$ cat config.mk
export PLATFORM = sky130hd
export DESIGN_NAME = sudoku_input_ctrl_flat
export DESIGN_NICKNAME = d
export VERILOG_FILES = /design/src/rtl/sudoku_input_ctrl_if.sv /design/src/rtl/sudoku_input_ctrl.sv /design/src/flat_wrapper.sv
export SDC_FILE = /design/constraint.sdc
export NUM_CORES = 1
export LEC_CHECK = 0
export CAP_MARGIN = 0
export CORE_MARGIN = 2
export CORE_UTILIZATION = 55
export DETAILED_ROUTE_END_ITERATION = 8
export GPL_TIMING_DRIVEN = 0
export PLACE_DENSITY = 0.73
export SLEW_MARGIN = 20
export SYNTH_ARGS = -nofsm -noshare
export SYNTH_HDL_FRONTEND = slang
export SYNTH_SLANG_ARGS = --single-unit
$ cat constraint.sdc
create_clock -name clk -period 13.05 [get_ports clk]
set_input_delay 2.61 -clock clk [delete_from_list [all_inputs] [get_ports clk]]
set_output_delay 2.61 -clock clk [all_outputs]
set_load 0.1 [all_outputs]
$ cat src/rtl/sudoku_input_ctrl_if.sv
// -----------------------------------------------------------------------------
// sudoku_input_ctrl_if
// Purpose : bundles the raw board controls and the conditioned command outputs
//           exchanged between the board side and sudoku_input_ctrl.
// Signals :
//   btn_up/down/left/right  raw direction buttons, active-high, asynchronous
//   btn_enter/clear/new     raw action buttons, active-high, asynchronous
//   sw_num[3:0]             raw number switches, asynchronous
//   row_sel[3:0]            bit0 up pulse, bit1 down pulse, bits3:2 zero
//   col_sel[3:0]            bit0 left pulse, bit1 right pulse, bits3:2 zero
//   num_in[3:0]             switch value captured with the last enter pulse
//   enter/clear/new_game    single-cycle command pulses
// Modports:
//   master : board / stimulus side (drives raw inputs, observes commands)
//   slave  : sudoku_input_ctrl side (reads raw inputs, drives commands)
// -----------------------------------------------------------------------------
interface sudoku_input_ctrl_if;
   logic       btn_up;
   logic       btn_down;
   logic       btn_left;
   logic       btn_right;
   logic       btn_enter;
   logic       btn_clear;
   logic       btn_new;
   logic [3:0] sw_num;

   logic [3:0] row_sel;
   logic [3:0] col_sel;
   logic [3:0] num_in;
   logic       enter;
   logic       clear;
   logic       new_game;

   modport master (
      output btn_up, btn_down, btn_left, btn_right,
      output btn_enter, btn_clear, btn_new, sw_num,
      input  row_sel, col_sel, num_in, enter, clear, new_game
   );

   modport slave (
      input  btn_up, btn_down, btn_left, btn_right,
      input  btn_enter, btn_clear, btn_new, sw_num,
      output row_sel, col_sel, num_in, enter, clear, new_game
   );
endinterface

$ cat src/rtl/sudoku_input_ctrl.sv
// -----------------------------------------------------------------------------
// sudoku_input_ctrl
// Purpose : front-end conditioner between board buttons/switches and the sudoku
//           game core. Every raw input is double-flop synchronised, each button
//           is debounced and rise-detected, and registered one-cycle command
//           pulses are produced. new_game only fires after a long press.
// Ports   :
//   clk     in  system clock
//   reset   in  asynchronous, active-high reset (clears every flop)
//   bus     sudoku_input_ctrl_if.slave (raw inputs in, command pulses out)
// Parameters:
//   DEBOUNCE_CNT  stable cycles needed to accept a level change (>= 2)
//   NEWGAME_HOLD  debounced-high cycles of btn_new before new_game (>= 1)
//   REPEAT_DELAY  cycles from a direction pulse to its first auto-repeat
//   REPEAT_RATE   cycles between later auto-repeats
// Optional feature:
//   KEY_REPEAT_EN  when defined, held direction buttons auto-repeat. When not
//                  defined, each press yields exactly one pulse and the repeat
//                  logic is absent.
// Latency : a press first sampled at edge N pulses in the cycle after edge
//           N+DEBOUNCE_CNT+3; new_game follows NEWGAME_HOLD cycles after the
//           edge at which btn_new's debounced level rises.
// -----------------------------------------------------------------------------
module sudoku_input_ctrl #(
   parameter logic [15:0] DEBOUNCE_CNT = 16'd50000,
   parameter logic [23:0] NEWGAME_HOLD = 24'd5000000,
   parameter logic [23:0] REPEAT_DELAY = 24'd10000000,
   parameter logic [23:0] REPEAT_RATE  = 24'd2500000
) (
   input  logic                clk,
   input  logic                reset,
   sudoku_input_ctrl_if.slave  bus
);

   // Button index map used by the per-button vectors below.
   localparam int NBTN    = 7;
   localparam int B_UP    = 0;
   localparam int B_DOWN  = 1;
   localparam int B_LEFT  = 2;
   localparam int B_RIGHT = 3;
   localparam int B_ENTER = 4;
   localparam int B_CLEAR = 5;
   localparam int B_NEW   = 6;

   // Debounce counter just wide enough to hold DEBOUNCE_CNT itself.
   localparam int                DEB_W   = $clog2(int'(DEBOUNCE_CNT) + 1);
   localparam logic [DEB_W-1:0]  DEB_MAX = DEB_W'(DEBOUNCE_CNT);

   // Hold counter only needs to reach NEWGAME_HOLD-1.
   localparam int                HOLD_W    = (NEWGAME_HOLD > 24'd1) ? $clog2(int'(NEWGAME_HOLD)) : 1;
   localparam logic [HOLD_W-1:0] HOLD_LAST = HOLD_W'(NEWGAME_HOLD - 24'd1);

   // Elaboration-time guards on parameter ranges.
   generate
      if (DEBOUNCE_CNT < 16'd2) begin : g_bad_debounce
         $error("sudoku_input_ctrl: DEBOUNCE_CNT must be at least 2");
      end
      if (NEWGAME_HOLD < 24'd1) begin : g_bad_hold
         $error("sudoku_input_ctrl: NEWGAME_HOLD must be at least 1");
      end
      if ((REPEAT_DELAY < 24'd1) || (REPEAT_RATE < 24'd1)) begin : g_bad_repeat
         $error("sudoku_input_ctrl: REPEAT_DELAY and REPEAT_RATE must be at least 1");
      end
   endgenerate

   // ------------------------------------------------------------------
   // Raw inputs gathered into one vector so sync/debounce is generated.
   // ------------------------------------------------------------------
   logic [NBTN-1:0] w_raw;
   logic [NBTN-1:0] w_stable;       // current debounced level
   logic [NBTN-1:0] w_stable_next;  // debounced level after the coming edge

   assign w_raw = {bus.btn_new, bus.btn_clear, bus.btn_enter,
                   bus.btn_right, bus.btn_left, bus.btn_down, bus.btn_up};

   generate
      for (genvar gi = 0; gi < NBTN; gi++) begin : g_btn
         logic             r_sync1;
         logic             r_sync2;
         logic             r_stable;
         logic [DEB_W-1:0] r_cnt;
         logic             w_differ;
         logic             w_accept;

         assign w_differ          = (r_sync2 != r_stable);
         // The counter must sit at DEBOUNCE_CNT for one cycle with the
         // levels still differing before the new level is taken.
         assign w_accept          = w_differ && (r_cnt == DEB_MAX);
         assign w_stable_next[gi] = w_accept ? r_sync2 : r_stable;
         assign w_stable[gi]      = r_stable;

         always_ff @(posedge clk or posedge reset) begin
            if (reset) begin
               r_sync1  <= 1'b0;
               r_sync2  <= 1'b0;
               r_stable <= 1'b0;
               r_cnt    <= '0;
            end else begin
               r_sync1  <= w_raw[gi];
               r_sync2  <= r_sync1;
               r_stable <= w_stable_next[gi];
               if (!w_differ || w_accept) begin
                  r_cnt <= '0;
               end else begin
                  r_cnt <= r_cnt + 1'b1;
               end
            end
         end
      end
   endgenerate

   // Switch synchroniser, per bit; no debounce, value is sampled at enter.
   logic [3:0] r_sw_sync1;
   logic [3:0] r_sw_sync2;

   always_ff @(posedge clk or posedge reset) begin
      if (reset) begin
         r_sw_sync1 <= 4'd0;
         r_sw_sync2 <= 4'd0;
      end else begin
         r_sw_sync1 <= bus.sw_num;
         r_sw_sync2 <= r_sw_sync1;
      end
   end

   // ------------------------------------------------------------------
   // Press events: 0->1 of the debounced level, for the six buttons that
   // produce direct pulses. btn_new is handled by the long-press FSM.
   // ------------------------------------------------------------------
   logic [5:0] r_stable_d;
   logic [5:0] w_rise;

   always_ff @(posedge clk or posedge reset) begin
      if (reset) begin
         r_stable_d <= 6'd0;
      end else begin
         r_stable_d <= w_stable[5:0];
      end
   end

   assign w_rise = w_stable[5:0] & ~r_stable_d;

   // ------------------------------------------------------------------
   // Direction auto-repeat
   // ------------------------------------------------------------------
   logic [3:0] w_rep;

`ifdef KEY_REPEAT_EN
   localparam int               REP_W = ((REPEAT_DELAY > REPEAT_RATE) ?
                                         (REPEAT_DELAY > 24'd1 ? $clog2(int'(REPEAT_DELAY)) : 1) :
                                         (REPEAT_RATE  > 24'd1 ? $clog2(int'(REPEAT_RATE))  : 1));
   localparam logic [REP_W-1:0] REP_DELAY_LAST = REP_W'(REPEAT_DELAY - 24'd1);
   localparam logic [REP_W-1:0] REP_RATE_LAST  = REP_W'(REPEAT_RATE - 24'd1);

   generate
      for (genvar gi = 0; gi < 4; gi++) begin : g_rep
         logic [REP_W-1:0] r_rep_cnt;
         logic             r_rep_phase;   // 0: waiting initial delay, 1: steady rate
         logic             w_hit;

         assign w_hit = w_stable[gi] && !w_rise[gi] &&
                        (r_rep_phase ? (r_rep_cnt == REP_RATE_LAST)
                                     : (r_rep_cnt == REP_DELAY_LAST));
         assign w_rep[gi] = w_hit;

         always_ff @(posedge clk or posedge reset) begin
            if (reset) begin
               r_rep_cnt   <= '0;
               r_rep_phase <= 1'b0;
            end else if (w_rise[gi] || !w_stable[gi]) begin
               // Fresh press restarts the delay; release parks the counter.
               r_rep_cnt   <= '0;
               r_rep_phase <= 1'b0;
            end else if (w_hit) begin
               r_rep_cnt   <= '0;
               r_rep_phase <= 1'b1;
            end else begin
               r_rep_cnt   <= r_rep_cnt + 1'b1;
            end
         end
      end
   endgenerate
`else
   assign w_rep = 4'b0000;
`endif

   // ------------------------------------------------------------------
   // new_game long-press FSM
   // ------------------------------------------------------------------
   typedef enum logic [1:0] {
      NG_IDLE  = 2'd0,
      NG_HOLD  = 2'd1,
      NG_FIRED = 2'd2
   } ng_state_t;

   ng_state_t         r_ng_state;
   ng_state_t         w_ng_state_next;
   logic [HOLD_W-1:0] r_hold_cnt;
   logic [HOLD_W-1:0] w_hold_cnt_next;
   logic              w_ng_fire;
   logic              w_new_rise;
   logic              w_new_fall;

   // Strobes for the edge at which btn_new's debounced level changes, so the
   // FSM moves in step with the debounced level itself.
   assign w_new_rise = w_stable_next[B_NEW] & ~w_stable[B_NEW];
   assign w_new_fall = ~w_stable_next[B_NEW] & w_stable[B_NEW];

   always_ff @(posedge clk or posedge reset) begin
      if (reset) begin
         r_ng_state <= NG_IDLE;
         r_hold_cnt <= '0;
      end else begin
         r_ng_state <= w_ng_state_next;
         r_hold_cnt <= w_hold_cnt_next;
      end
   end

   always_comb begin
      w_ng_state_next = r_ng_state;
      w_hold_cnt_next = r_hold_cnt;
      w_ng_fire       = 1'b0;
      case (r_ng_state)
         NG_IDLE: begin
            if (w_new_rise) begin
               w_ng_state_next = NG_HOLD;
               w_hold_cnt_next = '0;
            end
         end
         NG_HOLD: begin
            if (w_new_fall) begin
               w_ng_state_next = NG_IDLE;
               w_hold_cnt_next = '0;
            end else if (r_hold_cnt == HOLD_LAST) begin
               w_ng_state_next = NG_FIRED;
               w_ng_fire       = 1'b1;
            end else begin
               w_hold_cnt_next = r_hold_cnt + 1'b1;
            end
         end
         NG_FIRED: begin
            if (w_new_fall) begin
               w_ng_state_next = NG_IDLE;
               w_hold_cnt_next = '0;
            end
         end
         default: begin
            w_ng_state_next = NG_IDLE;
            w_hold_cnt_next = '0;
         end
      endcase
   end

   // ------------------------------------------------------------------
   // Command arbitration and registered outputs
   // ------------------------------------------------------------------
   logic [3:0] w_dir_ev;
   logic [1:0] w_row_next;
   logic [1:0] w_col_next;
   logic       w_enter_ev;
   logic       w_clear_ev;

   assign w_dir_ev = w_rise[3:0] | w_rep;

   // Opposing directions cancel; new_game wipes out any direction that cycle.
   assign w_row_next = ((w_dir_ev[B_UP] ^ w_dir_ev[B_DOWN]) && !w_ng_fire) ?
                       w_dir_ev[B_DOWN:B_UP] : 2'b00;
   assign w_col_next = ((w_dir_ev[B_LEFT] ^ w_dir_ev[B_RIGHT]) && !w_ng_fire) ?
                       w_dir_ev[B_RIGHT:B_LEFT] : 2'b00;

   // new_game > enter > clear; losers are dropped, not deferred.
   assign w_enter_ev = w_rise[B_ENTER] & ~w_ng_fire;
   assign w_clear_ev = w_rise[B_CLEAR] & ~w_rise[B_ENTER] & ~w_ng_fire;

   logic [1:0] r_row_sel;
   logic [1:0] r_col_sel;
   logic [3:0] r_num_in;
   logic       r_enter;
   logic       r_clear;
   logic       r_new_game;

   always_ff @(posedge clk or posedge reset) begin
      if (reset) begin
         r_row_sel  <= 2'b00;
         r_col_sel  <= 2'b00;
         r_num_in   <= 4'd0;
         r_enter    <= 1'b0;
         r_clear    <= 1'b0;
         r_new_game <= 1'b0;
      end else begin
         r_row_sel  <= w_row_next;
         r_col_sel  <= w_col_next;
         r_enter    <= w_enter_ev;
         r_clear    <= w_clear_ev;
         r_new_game <= w_ng_fire;
         // Captured on the same edge that raises enter so both line up.
         if (w_enter_ev) begin
            r_num_in <= r_sw_sync2;
         end
      end
   end

   assign bus.row_sel  = {2'b00, r_row_sel};
   assign bus.col_sel  = {2'b00, r_col_sel};
   assign bus.num_in   = r_num_in;
   assign bus.enter    = r_enter;
   assign bus.clear    = r_clear;
   assign bus.new_game = r_new_game;

endmodule

$ cat src/flat_wrapper.sv
// flat-port wrapper written by rule: the top's interface ports become plain ports
module sudoku_input_ctrl_flat 
#(
   parameter logic [15:0] DEBOUNCE_CNT = 16'd50000,
   parameter logic [23:0] NEWGAME_HOLD = 24'd5000000,
   parameter logic [23:0] REPEAT_DELAY = 24'd10000000,
   parameter logic [23:0] REPEAT_RATE  = 24'd2500000
)
  (clk, reset, bus_btn_up, bus_btn_down, bus_btn_left, bus_btn_right, bus_btn_enter, bus_btn_clear, bus_btn_new, bus_sw_num, bus_row_sel, bus_col_sel, bus_num_in, bus_enter, bus_clear, bus_new_game);
  sudoku_input_ctrl_if bus_i ();
  input  logic clk;
  input  logic reset;
  input wire logic [$bits(bus_i.btn_up)-1:0] bus_btn_up;
  input wire logic [$bits(bus_i.btn_down)-1:0] bus_btn_down;
  input wire logic [$bits(bus_i.btn_left)-1:0] bus_btn_left;
  input wire logic [$bits(bus_i.btn_right)-1:0] bus_btn_right;
  input wire logic [$bits(bus_i.btn_enter)-1:0] bus_btn_enter;
  input wire logic [$bits(bus_i.btn_clear)-1:0] bus_btn_clear;
  input wire logic [$bits(bus_i.btn_new)-1:0] bus_btn_new;
  input wire logic [$bits(bus_i.sw_num)-1:0] bus_sw_num;
  output wire logic [$bits(bus_i.row_sel)-1:0] bus_row_sel;
  output wire logic [$bits(bus_i.col_sel)-1:0] bus_col_sel;
  output wire logic [$bits(bus_i.num_in)-1:0] bus_num_in;
  output wire logic [$bits(bus_i.enter)-1:0] bus_enter;
  output wire logic [$bits(bus_i.clear)-1:0] bus_clear;
  output wire logic [$bits(bus_i.new_game)-1:0] bus_new_game;
  assign bus_i.btn_up = bus_btn_up;
  assign bus_i.btn_down = bus_btn_down;
  assign bus_i.btn_left = bus_btn_left;
  assign bus_i.btn_right = bus_btn_right;
  assign bus_i.btn_enter = bus_btn_enter;
  assign bus_i.btn_clear = bus_btn_clear;
  assign bus_i.btn_new = bus_btn_new;
  assign bus_i.sw_num = bus_sw_num;
  assign bus_row_sel = bus_i.row_sel;
  assign bus_col_sel = bus_i.col_sel;
  assign bus_num_in = bus_i.num_in;
  assign bus_enter = bus_i.enter;
  assign bus_clear = bus_i.clear;
  assign bus_new_game = bus_i.new_game;
  sudoku_input_ctrl #(.DEBOUNCE_CNT(DEBOUNCE_CNT), .NEWGAME_HOLD(NEWGAME_HOLD), .REPEAT_DELAY(REPEAT_DELAY), .REPEAT_RATE(REPEAT_RATE)) u_core (.clk(clk), .reset(reset), .bus(bus_i));
endmodule
* Yosys cells after proc, flatten, opt, wreduce, memory -nomap -nowiden
Index checks and enable logic that the tools add are counted.
** Word-level totals
- Register bits after elaboration :: 183
- Input port bits :: 13
- Logic and storage cells :: 131
** Cells by class
- $add $sub $neg :: 8
- Equality and inequality tests :: 21
- Multiplexer cells :: 23
- Bitwise logic cells :: 13
- Reduce and logical (&&, ||, !) cells :: 27
** Operators by type and width (number)
- $add 16x1->16 const B :: 7
- $eq 16x16->1 const B :: 7
- $mux 16 :: 7
- $mux 23 :: 4
- $pmux 23 s3 :: 1
- $add 23x1->23 const B :: 1
- $eq 23x23->1 const B :: 1
- $mux 2 :: 6
- $logic_and 1x1->1 :: 9
- $logic_not 1->1 :: 8
- $logic_or 1x1->1 :: 7
- $ne 1x1->1 :: 7
- $and 6x6->6 :: 1
- $not 6->6 :: 1
- $pmux 2 s3 :: 1
- $reduce_and 3->1 :: 2
- $and 1x1->1 :: 5
- $mux 1 :: 4
- $ne 2x1->1 const B :: 2
- $not 1->1 :: 4
- $ne 3x1->1 const B :: 1
- $ne 3x2->1 const B :: 1
- $eq 2x1->1 const B :: 1
- $eq 2x2->1 const B :: 1
- other kinds (2) :: 3

* Logic depth before layout (Yosys ltp)
Gate-level depths: netlist (run 1).
- Depth after elaboration :: 10
- Depth in mapped cells :: 8
- Depth with buffers taken out :: 7

* Worst setup path before layout (run 1)
Ideal clock, no wire load.
- Kind :: reg2out
- From :: register u_core.r_num_in[0] (netlist: u_core.bus.num_in[0])
- To :: output port bus_num_in[0]
- Arrival :: 895 ps
- Data required time :: 10440 ps
- Slack :: 9545 ps
- Stages on the path, launching flop included :: 1
- Cells stage by stage :: dfrtp_1
** RTL lines
- start, declared :: line sudoku_input_ctrl.sv:277 : logic [3:0] r_num_in;
- start signal, assigned :: line sudoku_input_ctrl.sv:298 : r_num_in <= r_sw_sync2;
- end, declared :: line flat_wrapper.sv:23 : output wire logic [$bits(bus_i.num_in)-1:0] bus_num_in;
No word-level cell between the ends.

* Worst setup path after layout (run 1)
- From :: register u_core.r_num_in[0] (netlist: u_core.bus.num_in[0])
- To :: output port bus_num_in[0]
No word-level cell between the ends.

==> insert_results.sql, run 1 <==
INSERT INTO impl_metrics (metric_group, metric, value, unit) VALUES
('final_layout', 'insertedDiodeCount', '0', ''),
('critical_path', 'start_kind', 'register', ''),
('clocking', 'clkSlewWorstSetupHoldPaths', '0.07', 'ns'),
('synthesis', 'number_of_enable_type_register_cells_in_the_synthesized_netlist', '0', ''),
('synthesis', 'synth-async-reset-ratio', '1.00', ''),
('final_layout', 'fillers', '1195', ''),
('global_routing', 'grt_max_degree', '112', ''),
('sta', 'finalCritPeriodShare', '0.350', ''),
('synthesis', 'synth_top_cell_area_share', '0.536', ''),
('synthesis', 'ys_types', '56', ''),
('worst_hold_path', 'min_path_type', 'register to register', ''),
('final_layout', 'final_layout_size_suffix_gt1_frac', '0.0807', ''),
('sta', 'holdWs', '0.349', 'ns'),
('sta', 'totalNegativeSetupSlack', '0', 'ns'),
('power_and_ir_drop', 'fin_total_pwr', '1.16', 'mW'),
('floorplan', 'initial_utilization', '0.562', ''),
('clocking', 'tritoncts', 'done', ''),
('synthesis', 'yosys.area.top_type', 'sky130_fd_sc_hd__dfrtp_1', ''),
('critical_path', 'cp_num_buf_inv', '1', ''),
('final_layout', 'layout.cells.most_common_list', 'sky130_fd_sc_hd__dfrtp_1 (183), sky130_fd_sc_hd__nor2_1 (141), sky130_fd_sc_hd__xor2_1 (62)', ''),
('route', 'via_density', '5.63', ''),
('clocking', 'cts.repair_timing.setup_buffer_count', '0', ''),
('global_routing', 'gr_usage_total', '0.209', ''),
('critical_path', 'cp-end-kind', 'primary output', ''),
('global_routing', 'globalRoute.totalOverflow', '0', ''),
('clocking', 'postCtsHoldBufs', '0', ''),
('final_layout', 'layout-area-overhead-vs-synth', '13.2', '%'),
('critical_path', 'crit_path_cell_trace', 'clkdlybuf4s50_1', ''),
('floorplan', 'placeableCoreArea', '0.0152', 'sq mm'),
('route', 'post_drt_antenna_nets', '0', ''),
('critical_path', 'path_delay_family', 'buffers and inverters', ''),
('global_routing', 'global_route_wire_length_before_repair', '27.8', 'mm'),
('floorplan', 'design.die.area', '0.0166', 'sq mm'),
('route', 'drt-total-wl', '16.1', 'mm'),
('synthesis', 'yosysWarningCount', '0', ''),
('critical_path', 'slowest_delay', '1.15', 'ns'),
('route', 'drc_errors', '0', ''),
('power_and_ir_drop', 'power_report.internal_total', '896', 'uW'),
('sta', 'final_period_minus_worst_setup_slack', '4.57', 'ns'),
('sta', 'finalMaxSlewViolations', '0', ''),
('floorplan', 'num_rows', '45', ''),
('clocking', 'htree_levels', '4', ''),
('sta', 'worst-slew-pin-transition', '0.992', 'ns'),
('clocking', 'root_buffer', 'sky130_fd_sc_hd__clkbuf_16', ''),
('sta', 'rsz0062_at_grt', 'no', ''),
('critical_path', 'crit_arrival', '1.96', 'ns'),
('flow_run', 'drv_cap', '0', ''),
('clocking', 'cts_inserted_buffers', '17', ''),
('outcome', 'run_status', 'completed', ''),
('synthesis', 'synth_area_per_cell', '10.3', 'sq um'),
('synthesis', 'synthesis.instances', '833', ''),
('sta', 'timing.final.setup_violations', '0', ''),
('place', 'numPortBuffers', '23', ''),
('sta', 'final_hold_violation_count', '0', ''),
('power_and_ir_drop', 'total_leakage_power', '4.19', 'nW'),
('sta', 'maxSlewHeadroom', '0.337', ''),
('power_and_ir_drop', 'p_sw_frac', '0.229', ''),
('clocking', 'post_cts.resized_instances', '0', ''),
('final_layout', 'design.final.nets', '907', ''),
('route', 'detail_route.iter0.violations', '415', ''),
('power_and_ir_drop', 'seq_power_share', '0.502', ''),
('critical_path', 'path_max_fanout', '2', ''),
('place', 'routabilityCongestion', '0.871', ''),
('power_and_ir_drop', 'power.combinational.fraction', '0.038', ''),
('power_and_ir_drop', 'power_density', '120', 'mW/mm^2'),
('final_layout', 'finished_core_util', '0.636', ''),
('route', 'avgRoutedWirePerCell', '14.9', 'microns'),
('sta', 'fmax', '0.219', 'GHz'),
('sta', 'skew', '0.00951', 'ns'),
('global_routing', 'via_count_of_the_first_global_routing_pass', '6006', ''),
('place', 'place_hpwl', '11.0', 'mm');
## metrics by stage
| step | setup WS [ns] | std cells | area, sq um |
|---|---|---|---|
| 4_1_cts | 8.45 | 1080 | 9670 |
| 3_5_place_dp | 8.91 | 1048 | 9060 |
| 2_1_floorplan | 5.47 | 836 | 8560 |
| 5_1_grt | 8.41 | 1080 | 9670 |
| 6_report | 8.48 | 1080 | 9670 |
| 3_3_place_gp | 3.46 | 1047 | 9030 |
## sequential cells by signal (all words and copies together) (netlist names)
register and cells:
u_core.g_btn.r_cnt 112, u_core.r_hold_cnt 23, u_core.g_btn.r_stable 7, u_core.g_btn.r_sync1 7
u_core.g_btn.r_sync2 7, u_core.r_stable_d 6, u_core.bus.num_in 4, u_core.r_sw_sync1 4
u_core.r_sw_sync2 4, u_core.r_col_sel 2, u_core.r_ng_state 2, u_core.r_row_sel 2
u_core.bus.clear 1, u_core.bus.enter 1, u_core.bus.new_game 1
## routing by layer
| layer | vias up | part of all wire | global-route usage | wire length (microns) |
|---|---|---|---|---|
| met5 | - | 0 | 0 | 0 |
| met4 | 0 | 0.014 | 0.0678 | 223 |
| met3 | 25 | 0.034 | 0.0486 | 550 |
| met2 | 114 | 0.48 | 0.342 | 7800 |
| met1 | 2993 | 0.47 | 0.280 | 7560 |
| li1 | 2948 | - | - | - |
## synthesized netlist by cell type (all sizes together), types with 15 or more instances
library cell and count:
a21oi 15, nand4 41, nand2 46, o21ai 19, dfrtp 183, xor2 62, inv 42, xnor2 39
nor3 20, nand3 41, ha 15, nor2 143
## worst paths after layout
check	start	to	slack, ns	cells after the start
max	u_core.bus.num_in[0]	bus_num_in[0]	8.48	1
min	u_core.g_btn[0].r_sync1	u_core.g_btn[0].r_sync2	0.35	0
max reg2reg	u_core.g_btn[0].r_cnt[10]	u_core.g_btn[0].r_cnt[9]	10.51	6
min reg2reg	u_core.g_btn[0].r_sync1	u_core.g_btn[0].r_sync2	0.35	0
max in group asynchronous	reset	u_core.g_btn[6].r_cnt[8]	9.53	3
min in group asynchronous	reset	u_core.g_btn[1].r_cnt[2]	2.71	2
## logic make-up (layout without fill, tap and decap cells)
group                      Yosys count  count (layout)  synth area share
and+or+nand+nor                    388             388             0.235
DFF                                183             183             0.536
adders and majority gates           15              15            0.0220
muxes                               13              13            0.0168
buffers and inverters               63             119            0.0319
other                                1               4          0.000439
xor gates and xnor gates           101             101             0.103
AOI/OAI and AO/OA                   69              69            0.0543
## power by group through the flow
stage / logic (mW) / registers, mW / clock network (mW)
after floorplan: 0.0320 / 0.593 / 0
final: 0.0441 / 0.584 / 0.535
after CTS: 0.0454 / 0.584 / 0.545
after detailed placement: 0.0453 / 0.595 / 0
after global placement: 0.0424 / 0.594 / 0
after global routing: 0.0508 / 0.585 / 0.571
## area by class of cell
cell class / count / area [sq um] / share of cell area
clock inverters: 14 / 184 / 0.0190
flip-flops and latches: 183 / 4580 / 0.473
clock buffers: 18 / 429 / 0.0444
multi-input cells: 590 / 3710 / 0.383
plain buffers: 21 / 115 / 0.0119
well taps: 188 / 235 / 0.0243
repair buffers: 24 / 258 / 0.0266
inverters: 42 / 165 / 0.0171
(Power assumes the default switching activity.)
==> run 2: changes to the inputs <==
--- a/config.mk
+++ b/config.mk
@@ -10,7 +10,7 @@
 export CORE_UTILIZATION = 55
 export DETAILED_ROUTE_END_ITERATION = 8
 export GPL_TIMING_DRIVEN = 0
-export PLACE_DENSITY = 0.73
+export PLACE_DENSITY = 0.76
 export SLEW_MARGIN = 20
 export SYNTH_ARGS = -nofsm -noshare
 export SYNTH_HDL_FRONTEND = slang
==> constraint.sdc (replaced) <==
create_clock -name clk -period 4.05 [get_ports clk]
set_input_delay 0.81 -clock clk [delete_from_list [all_inputs] [get_ports clk]]
set_output_delay 0.81 -clock clk [all_outputs]
set_load 0.1 [all_outputs]
==> insert_results.sql, run 2 (synthesis gave the netlist of run 1 again) <==
INSERT INTO impl_metrics (metric_group, metric, value, unit) VALUES
('outcome', 'run_status', 'completed', ''),
('critical_path', 'worst-r2r-cell-count', '5', ''),
('critical_path', 'slowest_delay', '1.14', 'ns'),
('place', 'placed_cell_area', '0.00913', 'sq mm'),
('final_layout', 'design.final.nets', '911', ''),
('critical_path', 'timing.critical_path.slowest_stage_cell', 'sky130_fd_sc_hd__clkdlybuf4s50_1', ''),
('final_layout', 'biggestRegsByFlops', 'u_core.g_btn.r_cnt x112, u_core.r_hold_cnt x23', ''),
('critical_path', 'path_depth', '1', ''),
('global_routing', 'gr_usage_total', '0.212', ''),
('place', 'place_ws', '1.46', 'ns'),
('critical_path', 'cp-end-kind', 'primary output', ''),
('critical_path', 'crit_path_cell_trace', 'clkdlybuf4s50_1', ''),
('sta', 'skew', '0.00721', 'ns'),
('floorplan', 'design.die.area', '0.0166', 'sq mm'),
('clocking', 'cts.repair_timing.setup_buffer_count', '0', ''),
('sta', 'maxSlewHeadroom', '0.350', ''),
('critical_path', 'timing.critical_path.to', 'bus_num_in[1]', ''),
('global_routing', 'grt_antenna_before_repair', '0', ''),
('power_and_ir_drop', 'total_leakage_power', '4.20', 'nW'),
('power_and_ir_drop', 'power_density', '375', 'mW/mm^2'),
('clocking', 'post_cts.resized_instances', '0', ''),
('power_and_ir_drop', 'p_sw_frac', '0.222', ''),
('sta', 'fmax', '0.367', 'GHz'),
('flow_run', 'drv_cap', '0', ''),
('sta', 'final_hold_violation_count', '0', ''),
('final_layout', 'largest_reg_flops', '112', ''),
('route', 'via_density', '5.53', ''),
('final_layout', 'layout.cells.most_common_list', 'sky130_fd_sc_hd__dfrtp_1 (183), sky130_fd_sc_hd__nor2_1 (141), sky130_fd_sc_hd__xor2_1 (62)', ''),
('route', 'drt-total-wl', '15.9', 'mm'),
('critical_path', 'path_max_fanout', '2', ''),
('global_routing', 'grt_max_degree', '36', ''),
('clocking', 'cts_num_sinks', '183', ''),
('floorplan', 'initial_utilization', '0.562', ''),
('critical_path', 'r2r_setup_slack', '1.45', 'ns'),
('critical_path', 'cp_num_buf_inv', '1', ''),
('final_layout', 'layout-area-overhead-vs-synth', '13.5', '%'),
('final_layout', 'insertedDiodeCount', '0', ''),
('clocking', 'insertion_delay', '0.43', 'ns'),
('route', 'drc_errors', '0', ''),
('sta', 'worst-slew-pin-transition', '0.972', 'ns'),
('floorplan', 'placeableCoreArea', '0.0152', 'sq mm'),
('place', 'routabilityCongestion', '0.829', ''),
('place', 'numPortBuffers', '23', ''),
('global_routing', 'via_count_of_the_first_global_routing_pass', '5988', ''),
('final_layout', 'postLayoutCellArea', '0.00970', 'sq mm'),
('worst_hold_path', 'min_path_type', 'register to register', ''),
('floorplan', 'die_h', '129', 'microns'),
('route', 'post_drt_antenna_nets', '0', ''),
('global_routing', 'met2_usage_grt', '0.336', ''),
('clocking', 'clock_path_buffers', '2', ''),
('power_and_ir_drop', 'clock_power_share', '0.442', ''),
('clocking', 'postCtsHoldBufs', '0', ''),
('sta', 'rsz0062_at_grt', 'no', ''),
('clocking', 'tritoncts', 'done', ''),
('critical_path', 'path_delay_family', 'buffers and inverters', ''),
('sta', 'final.setup.worst_slack', '1.32', 'ns'),
('route', 'detailedRoute.firstPassIterationCount', '5', ''),
('critical_path', 'start_kind', 'register', ''),
('clocking', 'cts_inserted_buffers', '17', ''),
('power_and_ir_drop', 'vdd.ir_drop.worst', '0.302', 'mV'),
('power_and_ir_drop', 'seq_power_share', '0.517', ''),
('sta', 'timing.final.setup_violations', '0', ''),
('sta', 'finalCritPeriodShare', '0.673', ''),
('floorplan', 'floorplan.die.width', '129', 'microns'),
('critical_path', 'crit-reg2reg-launch', 'u_core.g_btn[6].r_cnt[12]', ''),
('power_and_ir_drop', 'power.combinational.fraction', '0.041', ''),
('power_and_ir_drop', 'power_switching', '809', 'uW'),
('critical_path', 'critical_path_class', 'register to primary output', ''),
('final_layout', 'largest-register', 'u_core.g_btn.r_cnt', ''),
('sta', 'finalMaxSlewViolations', '0', ''),
('global_routing', 'grt_busiest_layer', 'met2', ''),
('floorplan', 'io-pin-count', '28', ''),
('sta', 'final_period_minus_worst_setup_slack', '2.73', 'ns'),
('power_and_ir_drop', 'fin_total_pwr', '3.64', 'mW'),
('power_and_ir_drop', 'power_report.internal_total', '2.83', 'mW'),
('floorplan', 'num_rows', '45', ''),
('final_layout', 'final_layout_size_suffix_gt1_frac', '0.0816', ''),
('route', 'vias', '5994', ''),
('critical_path', 'required', '3.24', 'ns'),
('final_layout', 'most_frequent_standard_cell_in_the_layout_excluding_fill_and_tap_cells', 'sky130_fd_sc_hd__dfrtp_1', ''),
('global_routing', 'globalRoute.totalOverflow', '0', ''),
('critical_path', 'crit_start', 'u_core.bus.num_in[1]', ''),
('route', 'detail_route.iter0.violations', '377', ''),
('clocking', 'clkSlewWorstSetupHoldPaths', '0.06', 'ns'),
('critical_path', 'r2r_end', 'u_core.bus.num_in[1]', ''),
('sta', 'holdWs', '0.349', 'ns'),
('route', 'avgRoutedWirePerCell', '14.6', 'microns'),
('clocking', 'root_buffer', 'sky130_fd_sc_hd__clkbuf_16', ''),
('place', 'place_hpwl', '10.8', 'mm'),
('global_routing', 'global_route.usage.met1', '0.292', ''),
('global_routing', 'use_met3', '0.0524', ''),
('global_routing', 'global_route_wire_length_before_repair', '28.1', 'mm'),
('clocking', 'htree_levels', '4', ''),
('critical_path', 'crit_arrival', '1.92', 'ns');
==> run 2: worst min path at each step <==
stage	startpoint	cells past startpoint	end	slack, ns
floorplan	u_core.g_btn[0].r_sync1	0	u_core.g_btn[0].r_sync2	0.33
global placement	u_core.g_btn[1].r_sync1	0	u_core.g_btn[1].r_sync2	0.33
detailed placement	u_core.g_btn[5].r_sync1	0	u_core.g_btn[5].r_sync2	0.34
CTS	u_core.r_sw_sync1[3]	0	u_core.r_sw_sync2[3]	0.35
global route	u_core.g_btn[5].r_sync1	0	u_core.g_btn[5].r_sync2	0.36
finish	u_core.g_btn[5].r_sync1	0	u_core.g_btn[5].r_sync2	0.35
==> run 2: metal layers <==
layer	vias to the layer above	share of wire
met1	2921	0.47
li1	2971	-
met2	83	0.48
met4	0	0.015
met5	-	0
met3	19	0.030
==> run 2: layout make-up <==
type | count | area, sq um
plain buffers | 21 | 115
clock buffers | 21 | 450
clock inverters | 10 | 120
fillers | 1186 | 5500
inverters | 42 | 161
multi-input cells | 590 | 3710
flip-flops and latches | 183 | 4580
well taps | 188 | 235
repair buffers | 28 | 330
==> run 2: power by group through the flow <==
stage | Clock, mW | Combinational (mW) | Sequential (mW)
6_report | 1.61 | 0.150 | 1.88
3_3_place_gp | 0 | 0.139 | 1.92
3_5_place_dp | 0 | 0.154 | 1.92
2_1_floorplan | 0 | 0.103 | 1.91
5_1_grt | 1.73 | 0.172 | 1.89
4_1_cts | 1.65 | 0.155 | 1.88
==> run 2: through the flow <==
step | cells | setup TNS (ns) | util
floorplan | 836 | 0 | -
global placement | 1047 | -95.88 | 0.594
detailed placement | 1052 | 0 | 0.601
CTS | 1083 | 0 | 0.638
global route | 1083 | 0 | 0.638
finish | 1083 | 0 | 0.638
==> run 3: changes to the inputs <==
--- a/config.mk
+++ b/config.mk
@@ -10,7 +10,7 @@
 export CORE_UTILIZATION = 55
 export DETAILED_ROUTE_END_ITERATION = 8
 export GPL_TIMING_DRIVEN = 0
-export PLACE_DENSITY = 0.76
+export PLACE_DENSITY = 0.73
 export SLEW_MARGIN = 20
 export SYNTH_ARGS = -nofsm -noshare
 export SYNTH_HDL_FRONTEND = slang
==> constraint.sdc (replaced) <==
create_clock -name clk -period 2.7 [get_ports clk]
set_input_delay 0.54 -clock clk [delete_from_list [all_inputs] [get_ports clk]]
set_output_delay 0.54 -clock clk [all_outputs]
set_load 0.1 [all_outputs]
==> insert_results.sql, run 3 (synthesis gave the netlist of run 1 again) <==
INSERT INTO impl_metrics (metric_group, metric, value, unit) VALUES
('floorplan', 'initial_utilization', '0.562', ''),
('critical_path', 'required', '3.00', 'ns'),
('global_routing', 'global_route.usage.met1', '0.284', ''),
('sta', 'holdWs', '0.351', 'ns'),
('floorplan', 'die_h', '129', 'microns'),
('sta', 'skew', '0.00832', 'ns'),
('power_and_ir_drop', 'total_leakage_power', '4.21', 'nW'),
('clocking', 'cts_num_sinks', '183', ''),
('clocking', 'postCtsHoldBufs', '0', ''),
('global_routing', 'use_met3', '0.0491', ''),
('sta', 'finalCritPeriodShare', '0.937', ''),
('route', 'detail_route.iter0.violations', '498', ''),
('place', 'placed_cells_incl_taps', '1053', ''),
('critical_path', 'cp-end-kind', 'register', ''),
('floorplan', 'design.die.area', '0.0166', 'sq mm'),
('sta', 'fmax', '0.395', 'GHz'),
('clocking', 'tritoncts', 'done', ''),
('sta', 'maxSlewHeadroom', '0.353', ''),
('sta', 'totalNegativeSetupSlack', '0', 'ns'),
('route', 'drc_errors', '0', ''),
('sta', 'rsz0062_at_grt', 'no', ''),
('sta', 'final_period_minus_worst_setup_slack', '2.53', 'ns'),
('global_routing', 'gr_usage_total', '0.214', ''),
('final_layout', 'fillers', '1197', ''),
('global_routing', 'via_count_of_the_first_global_routing_pass', '6179', ''),
('route', 'avgRoutedWirePerCell', '15.2', 'microns'),
('worst_hold_path', 'min_path_type', 'register to register', ''),
('power_and_ir_drop', 'fin_total_pwr', '5.46', 'mW'),
('sta', 'worst-slew-pin-transition', '0.967', 'ns'),
('global_routing', 'globalRoute.totalOverflow', '0', ''),
('place', 'numPortBuffers', '23', ''),
('final_layout', 'largest_reg_flops', '112', ''),
('final_layout', 'design.final.nets', '911', ''),
('critical_path', 'start_kind', 'register', ''),
('critical_path', 'timing.critical_path.slowest_stage_cell', 'sky130_fd_sc_hd__or4_1', ''),
('clocking', 'cts_inserted_buffers', '17', ''),
('sta', 'timing.final.setup_violations', '0', ''),
('power_and_ir_drop', 'power_density', '561', 'mW/mm^2'),
('final_layout', 'largest-register', 'u_core.g_btn.r_cnt', ''),
('global_routing', 'grt_max_degree', '37', ''),
('critical_path', 'crit_path_cell_trace', 'or4_1 > nor4_4 > a211oi_4 > nor2_4 > mux2_2', ''),
('global_routing', 'grt_antenna_before_repair', '0', ''),
('clocking', 'post_cts.resized_instances', '0', ''),
('final_layout', 'biggestRegsByFlops', 'u_core.g_btn.r_cnt x112, u_core.r_hold_cnt x23', ''),
('critical_path', 'path_max_fanout', '8', ''),
('clocking', 'clock_path_buffers', '2', ''),
('clocking', 'htree_levels', '4', ''),
('clocking', 'root_buffer', 'sky130_fd_sc_hd__clkbuf_16', ''),
('final_layout', 'layout.cells.non_filler', '1082', ''),
('route', 'post_drt_antenna_nets', '0', ''),
('place', 'routabilityCongestion', '0.869', ''),
('route', 'via_density', '5.71', ''),
('final_layout', 'sequential_cell_area', '0.00458', 'sq mm'),
('sta', 'final_hold_violation_count', '0', ''),
('outcome', 'run_status', 'completed', ''),
('route', 'detailedRoute.firstPassIterationCount', '5', ''),
('critical_path', 'slowest_delay', '0.61', 'ns'),
('power_and_ir_drop', 'vdd.ir_drop.worst', '0.455', 'mV'),
('floorplan', 'num_rows', '45', ''),
('final_layout', 'finished_core_util', '0.640', ''),
('floorplan', 'io-pin-count', '28', ''),
('final_layout', 'final_layout_size_suffix_gt1_frac', '0.0839', ''),
('final_layout', 'layout-area-overhead-vs-synth', '13.8', '%'),
('flow_run', 'drv_cap', '0', ''),
('final_layout', 'insertedDiodeCount', '0', ''),
('clocking', 'insertion_delay', '0.42', 'ns'),
('floorplan', 'floorplan.die.width', '129', 'microns'),
('floorplan', 'placeableCoreArea', '0.0152', 'sq mm'),
('critical_path', 'crit_arrival', '2.83', 'ns'),
('final_layout', 'layout.cells.most_common_list', 'sky130_fd_sc_hd__dfrtp_1 (183), sky130_fd_sc_hd__nor2_1 (141), sky130_fd_sc_hd__xor2_1 (62)', ''),
('global_routing', 'grt_busiest_layer', 'met2', ''),
('critical_path', 'critical_path_class', 'register to register', ''),
('clocking', 'cts.repair_timing.setup_buffer_count', '0', ''),
('global_routing', 'global_route_wire_length_before_repair', '28.5', 'mm'),
('route', 'vias', '6179', ''),
('final_layout', 'area_of_the_multi_input_gates', '0.00371', 'sq mm'),
('final_layout', 'most_frequent_standard_cell_in_the_layout_excluding_fill_and_tap_cells', 'sky130_fd_sc_hd__dfrtp_1', ''),
('place', 'place_hpwl', '11.7', 'mm'),
('sta', 'finalMaxSlewViolations', '0', ''),
('global_routing', 'met2_usage_grt', '0.353', ''),
('route', 'drt-total-wl', '16.4', 'mm'),
('clocking', 'clkSlewWorstSetupHoldPaths', '0.06', 'ns');
## run 3: cell types whose count changed in the layout (fill, tap and decap cells not counted)
cell,before,now
sky130_fd_sc_hd__clkbuf_1,13,10
sky130_fd_sc_hd__buf_16,0,2
sky130_fd_sc_hd__buf_12,5,4
sky130_fd_sc_hd__clkinv_2,2,3
sky130_fd_sc_hd__clkinv_4,1,2
sky130_fd_sc_hd__inv_6,3,2
## run 3: final cells by class
class | instances | area share
Sequential cell | 183 | 0.471
Multi-Input combinational cell | 590 | 0.381
Clock buffer | 19 | 0.0455
Timing Repair Buffer | 29 | 0.0376
Tap cell | 188 | 0.0242
Inverter | 42 | 0.0166
Clock inverter | 11 | 0.0129
Buffer | 20 | 0.0114
## run 3: worst max-delay path, delay by kind of cell (launching register included)
kind | cells | cell delay (ns)
and+or+nand+nor | 3 | 1.40
DFF | 1 | 0.43
AOI/OAI and AO/OA | 1 | 0.23
muxes | 1 | 0.35
## run 3: worst paths after layout
check	start	end	slack, ns	depth (start not counted)
max in group asynchronous	reset	u_core.r_col_sel[1]	1.28	5
worst min-delay path	u_core.g_btn[3].r_sync1	u_core.g_btn[3].r_sync2	0.35	0
worst max-delay path	u_core.g_btn[6].r_cnt[12]	u_core.bus.num_in[3]	0.17	5
worst min register to register	u_core.g_btn[3].r_sync1	u_core.g_btn[3].r_sync2	0.35	0
worst max register to register	u_core.g_btn[6].r_cnt[12]	u_core.bus.num_in[3]	0.17	5
min in group asynchronous	reset	u_core.r_row_sel[1]	0.47	2
## run 3: power by group
group          switching (mW)  leakage, nW  internal (mW)
logic                   0.153         1.45         0.0821
registers              0.0402         2.49           2.78
clock network            1.02        0.275           1.38
## run 3: per-layer routing
metal  vias to the layer above  wire (microns)
li1                       2963               -
met1                      3042            7440
met2                       143            8050
met3                        31             680
met4                         0             274
met5                         -               0
## run 3: per-stage QoR
step | worst slack [ns] | area, sq um
finish | 0.170 | 9730
CTS | 0.159 | 9730
global route | 0.0498 | 9730
detailed placement | 0.193 | 9170
global placement | -1.51 | 9030
floorplan | -0.191 | 8560
